File: src/rtl/djs130_dev_pkg.sv
// Shared definitions for DJS130 I/O bus devices.
//   KZ_*    : bit indices of the control-strobe bus i_dev_KZ
//   ZT_*    : bit positions of the {Busy, Done} status pair
//   DEV_*   : device codes presented on o_dev_DMs
//   tto_state_e : transmit framing state of the teletype-output device
package djs130_dev_pkg;

    localparam int KZ_DOA  = 0;
    localparam int KZ_S    = 6;
    localparam int KZ_C    = 7;

    localparam int ZT_BUSY = 1;
    localparam int ZT_DONE = 0;

    localparam logic [5:0] DEV_TTI = 6'o10;
    localparam logic [5:0] DEV_TTO = 6'o11;

    typedef enum logic [1:0] {
        TTO_IDLE,
        TTO_START,
        TTO_DATA,
        TTO_STOP
    } tto_state_e;

endpackage

File: src/rtl/djs130_tto_uart_baud_tick.sv
// Bit-period timer for the teletype-output UART.
//   clk, rst_n : system clock, asynchronous active-low reset
//   clr        : synchronous restart of the bit period (counter to 0)
//   en         : count while a frame is on the line
//   tick       : one-cycle pulse on the last cycle of every DIV-cycle period
// DIV must be at least 2.
module djs130_baud_tick #(
    parameter int unsigned DIV = 208
) (
    input  logic clk,
    input  logic rst_n,
    input  logic clr,
    input  logic en,
    output logic tick
);

    localparam int unsigned CW = (DIV > 1) ? $clog2(DIV) : 1;
    localparam logic [CW-1:0] LAST = CW'(DIV - 1);

    logic [CW-1:0] baud_cnt;

    assign tick = en && (baud_cnt == LAST);

    // Reloading to 0 on the tick keeps every bit exactly DIV cycles long.
    always_ff @(posedge clk or negedge rst_n) begin
        if (!rst_n) begin
            baud_cnt <= '0;
        end else if (clr) begin
            baud_cnt <= '0;
        end else if (en) begin
            baud_cnt <= tick ? '0 : baud_cnt + CW'(1);
        end
    end

endmodule

File: src/rtl/djs130_tto_uart.sv
// DJS130 teletype-output device: single-buffer Busy/Done I/O device that
// sends each character as an 8N1 frame on a UART TX line.
//   clk, rst_n  : system clock, asynchronous active-low reset
//   i_dev_KZ    : control strobes (DOA load buffer, S start, C clear)
//   i_dev_SR    : CPU output data, low byte loaded on DOA
//   i_dev_ZZ0   : I/O reset pulse, same effect as C
//   o_dev_DMs   : device code
//   o_dev_ZT    : status {Busy, Done}
//   o_dev_ZDQQ  : interrupt request, follows Done
//   o_uart_tx   : serial line, idle high
module djs130_tto_uart
    import djs130_dev_pkg::*;
#(
    parameter int unsigned CLK_HZ   = 24_000_000,
    parameter int unsigned BAUD     = 115200,
    parameter logic [5:0]  DEV_CODE = DEV_TTO
) (
    input  logic        clk,
    input  logic        rst_n,
    input  logic [8:0]  i_dev_KZ,
    input  logic [15:0] i_dev_SR,
    input  logic        i_dev_ZZ0,
    output logic [5:0]  o_dev_DMs,
    output logic [1:0]  o_dev_ZT,
    output logic        o_dev_ZDQQ,
    output logic        o_uart_tx
);

    localparam int unsigned DIV = (CLK_HZ + BAUD / 2) / BAUD;

    tto_state_e state, state_n;
    logic [7:0] data_buf;
    logic [7:0] shreg, shreg_n;
    logic [2:0] bit_cnt, bit_cnt_n;
    logic       busy, busy_n;
    logic       done, done_n;
    logic       tx_q, tx_n;

    logic       doa, start, clear;
    logic       go;
    logic       tick;

    // Strobe bits and data-bus bits this device does not decode.
    logic       unused_ok;
    assign unused_ok = &{1'b0, i_dev_KZ[8], i_dev_KZ[5:1], i_dev_SR[15:8]};

    assign doa   = i_dev_KZ[KZ_DOA];
    assign start = i_dev_KZ[KZ_S];
    assign clear = i_dev_KZ[KZ_C] | i_dev_ZZ0;
    assign go    = start && !busy;

    djs130_baud_tick #(
        .DIV (DIV)
    ) u_baud (
        .clk   (clk),
        .rst_n (rst_n),
        .clr   (clear | go),
        .en    (state != TTO_IDLE),
        .tick  (tick)
    );

    always_ff @(posedge clk or negedge rst_n) begin
        if (!rst_n) begin
            state    <= TTO_IDLE;
            data_buf <= '0;
            shreg    <= '0;
            bit_cnt  <= '0;
            busy     <= 1'b0;
            done     <= 1'b0;
            tx_q     <= 1'b1;
        end else begin
            state    <= state_n;
            shreg    <= shreg_n;
            bit_cnt  <= bit_cnt_n;
            busy     <= busy_n;
            done     <= done_n;
            tx_q     <= tx_n;
            if (doa) begin
                data_buf <= i_dev_SR[7:0];
            end
        end
    end

    // tx_n is the line level for the next cycle, so each bit appears on the
    // line from the cycle after the tick that closes the previous bit.
    always_comb begin
        state_n   = state;
        shreg_n   = shreg;
        bit_cnt_n = bit_cnt;
        busy_n    = busy;
        done_n    = done;
        tx_n      = tx_q;

        if (clear) begin
            state_n = TTO_IDLE;
            busy_n  = 1'b0;
            done_n  = 1'b0;
            tx_n    = 1'b1;
        end else if (go) begin
            // Same-cycle DOA bypasses the buffer so the new byte is sent.
            shreg_n = doa ? i_dev_SR[7:0] : data_buf;
            busy_n  = 1'b1;
            done_n  = 1'b0;
            state_n = TTO_START;
            tx_n    = 1'b0;
        end else if (tick) begin
            case (state)
                TTO_START: begin
                    state_n   = TTO_DATA;
                    bit_cnt_n = '0;
                    tx_n      = shreg[0];
                    shreg_n   = {1'b0, shreg[7:1]};
                end
                TTO_DATA: begin
                    if (bit_cnt == 3'd7) begin
                        state_n = TTO_STOP;
                        tx_n    = 1'b1;
                    end else begin
                        bit_cnt_n = bit_cnt + 3'd1;
                        tx_n      = shreg[0];
                        shreg_n   = {1'b0, shreg[7:1]};
                    end
                end
                TTO_STOP: begin
                    state_n = TTO_IDLE;
                    busy_n  = 1'b0;
                    done_n  = 1'b1;
                    tx_n    = 1'b1;
                end
                default: begin
                    state_n = TTO_IDLE;
                end
            endcase
        end
    end

    always_comb begin
        o_dev_ZT          = '0;
        o_dev_ZT[ZT_BUSY] = busy;
        o_dev_ZT[ZT_DONE] = done;
    end

    assign o_dev_DMs  = DEV_CODE;
    assign o_dev_ZDQQ = done;
    assign o_uart_tx  = tx_q;

endmodule

File: config.mk
export PLATFORM = sky130hd
export DESIGN_NAME = djs130_tto_uart
export DESIGN_NICKNAME = d
export VERILOG_FILES = /design/src/rtl/djs130_dev_pkg.sv /design/src/rtl/djs130_tto_uart_baud_tick.sv /design/src/rtl/djs130_tto_uart.sv
export SDC_FILE = /design/constraint.sdc
export NUM_CORES = 1
export LEC_CHECK = 0
export CORE_MARGIN = 2
export CORE_UTILIZATION = 40
export DETAILED_ROUTE_END_ITERATION = 16
export PLACE_DENSITY = 0.76
export SKIP_CTS_REPAIR_TIMING = 1
export SLEW_MARGIN = 30
export SYNTH_ARGS = -nofsm -noshare
export SYNTH_HDL_FRONTEND = slang
export SYNTH_SLANG_ARGS = --single-unit
File: constraint.sdc
create_clock -name clk -period 2.4 [get_ports clk]
set_clock_uncertainty 0.2 [all_clocks]
set_input_delay 0.48 -clock clk [delete_from_list [all_inputs] [get_ports clk]]
set_output_delay 0.48 -clock clk [all_outputs]
set_load 0.05 [all_outputs]
==> metrics.txt <==
Root Buffer=clkbuf_8; row count=23; register area=802 um2; post-DP HPWL=2170 um; CP Launch Type=flop; placed cell count=221; f_max=0.437 GHz; Syn Inst Count=159; Via density=5.36; sequential fraction of the synthesis area=47.3%; Multi-input gate area=774 um2; Die X=69.1 um; Pwr Density=676 mW/mm2; TritonCTS clock tree=yes; post-synthesis cell type count=41; total of max-cap violations=0; family with the most delay on the worst path=buffers and inverters; layout cells sized above 1=16.8%; # setup viols final=0; Synth warnings=0; crit path to=o_uart_tx; register bit count reported by yosys=32; first-pass GRT wire length=5460 um; r2r setup slk=0.21 ns; core box area=0.00403 mm2; IO Count=38; Final Cycle Share=95.4%; Total GRT Usage=14.4%; H-tree Lvls=2; most frequent cells in the layout=dfrtp_1, clkdlybuf4s50_1, nor2_1, mux2i_1, inv_1; wire per inst=13.6 um; slowest stage delay, CP=0.79 ns; Worst setup EP type=output port; synthesized area per cell=10.7 um2; Data required, critical path=1.72 ns; antenna cells=0; CP Launch Point=o_uart_tx$_DFFE_PN1P_; Detailed Routing Iterations Pass 1=4; clock latency on the worst-skew pair=0.28 ns; synth-to-layout area growth=17.2%; initial core utilization=42.1%; routed vias=1228; Lkg Pwr=0.857 nW; commonest non-fill, non-tap cell in the layout=dfrtp_1; reg2reg start=state[0]$_DFFE_PN0P_; number of filler cells placed in the layout=383; die area=0.00478 mm2; # DRC=0; Post-synth top flop=dfrtp_1; Worst Setup Path Type=reg -> out; Async S/R FF share, synth=100%; Syn Std Cell Area=0.00170 mm2; Total Power=1.34 mW; Routed Antenna Nets=0; largest net degree at the start of global routing=33; Hold Path Class=reg -> reg; nets=213; Die Height=69.1 um; CP Buf/Inv Count=1; final hold violations=0; antenna violations before repair=0; gr ovfl total=0; WP data arrival=1.61 ns; Stages on worst setup path=1; Crit-path slowest cell=clkdlybuf4s50_1; crit path time final=2.29 ns; Total Neg Setup Slack=0 ns; Register-to-Register Path Depth=6; VDD IR max=0.244 mV; Iter 0 DRT Violations=99; Placer Congestion=0.863; clk sink count=32; CP Max Fanout=2; number of enable flip-flop cells after synthesis=0; post-route insts no fill=229; vias in the first global route=1189; Max Root-Sink Buffers=2; worst r2r dst=shreg[5]$_DFFE_PN0P_; total CTS buffers=5; status=completed; crit path cell chain=clkdlybuf4s50_1; IO buf count=17; total wire length=3110 um; clk slew on worst S/H paths=0.07 ns; Final Slew Violations=0; RSZ-0062 raised after global routing=false
==> state kept, by name (all words and copies together) (netlist names) <==
| name | flops |
|---|---|
| bit_cnt | 3 |
| o_uart_tx | 1 |
| o_dev_ZDQQ | 1 |
| busy | 1 |
| u_baud.baud_cnt | 8 |
| data_buf | 8 |
| state | 2 |
| shreg | 8 |
==> area by class of cell <==
cell class,count,area share (%)
clock buffer,6,3.65
tap,50,3.15
multi-input combinational,107,39.0
timing repair buffer,21,10.1
clock inverter,2,1.76
inverter,11,2.08
sequential,32,40.3
==> Yosys cell counts, drive strengths merged (2+ instances only) <==
master,n,share of area (%)
conb,2,0.44
ha,7,5.2
xnor2,2,1.0
buf,11,5.1
a31o,2,1.0
mux2i,13,7.7
clkbuf,2,0.44
a311oi,2,1.0
nand2,8,1.8
inv,11,2.4
a21oi,8,2.6
nand4,2,0.74
nand2b,3,1.1
nand3,2,0.59
nor2,13,2.9
or2,2,0.74
o21ai,8,2.4
mux2,9,6.0
a31oi,3,1.1
dfrtp,31,46
==> where the power goes <==
part	switching [mW]	total (mW)	internal (mW)
combinational	0.110	0.198	0.0887
clock	0.197	0.505	0.308
sequential	0.0305	0.641	0.610
==> metal layers <==
metal | track usage [%] | wire length (um) | vias up
met5 | 0 | 0 | -
met4 | 6.10 | 38 | 0
met3 | 5.26 | 141 | 3
met2 | 21.7 | 1500 | 31
met1 | 18.7 | 1430 | 614
li1 | - | - | 580
==> cell families after synthesis <==
group | Yosys count | synth area share [%]
muxes | 22 | 13.6
adders and majority gates | 7 | 5.16
buffers and inverters | 24 | 7.96
AOI/OAI and AO/OA | 29 | 11.1
xor gates and xnor gates | 2 | 1.03
DFF | 32 | 47.3
other | 2 | 0.443
and+or+nand+nor | 41 | 13.4
==> stage by stage <==
| stage | setup WS [ns] | utilization, % | hold slack [ns] | cell area, um2 |
|---|---|---|---|---|
| after detailed placement | 0.208 | 46.7 | 0.292 | 1880 |
| after global placement | 0.216 | 46.7 | 0.283 | 1880 |
| after floorplan | 0.468 | - | -0.0156 | 1710 |
| after CTS | 0.102 | 49.3 | 0.307 | 1990 |
| after global routing | 0.0763 | 49.3 | 0.313 | 1990 |
| final | 0.111 | 49.3 | 0.300 | 1990 |
==> worst min path at each step <==
stage | slack, ns | endpoint | cells after the start | from
global placement | 0.28 | data_buf[6]$_DFF_PN0_ | 1 | data_buf[6]$_DFF_PN0_
detailed placement | 0.29 | data_buf[0]$_DFF_PN0_ | 1 | data_buf[0]$_DFF_PN0_
floorplan | -0.02 | bit_cnt[0]$_DFFE_PN0P_ | 0 | rst_n
CTS | 0.31 | data_buf[0]$_DFF_PN0_ | 1 | data_buf[0]$_DFF_PN0_
global route | 0.31 | data_buf[0]$_DFF_PN0_ | 1 | data_buf[0]$_DFF_PN0_
finish | 0.30 | data_buf[2]$_DFF_PN0_ | 1 | data_buf[2]$_DFF_PN0_
Note: power is estimated with default switching activity, not from simulation.
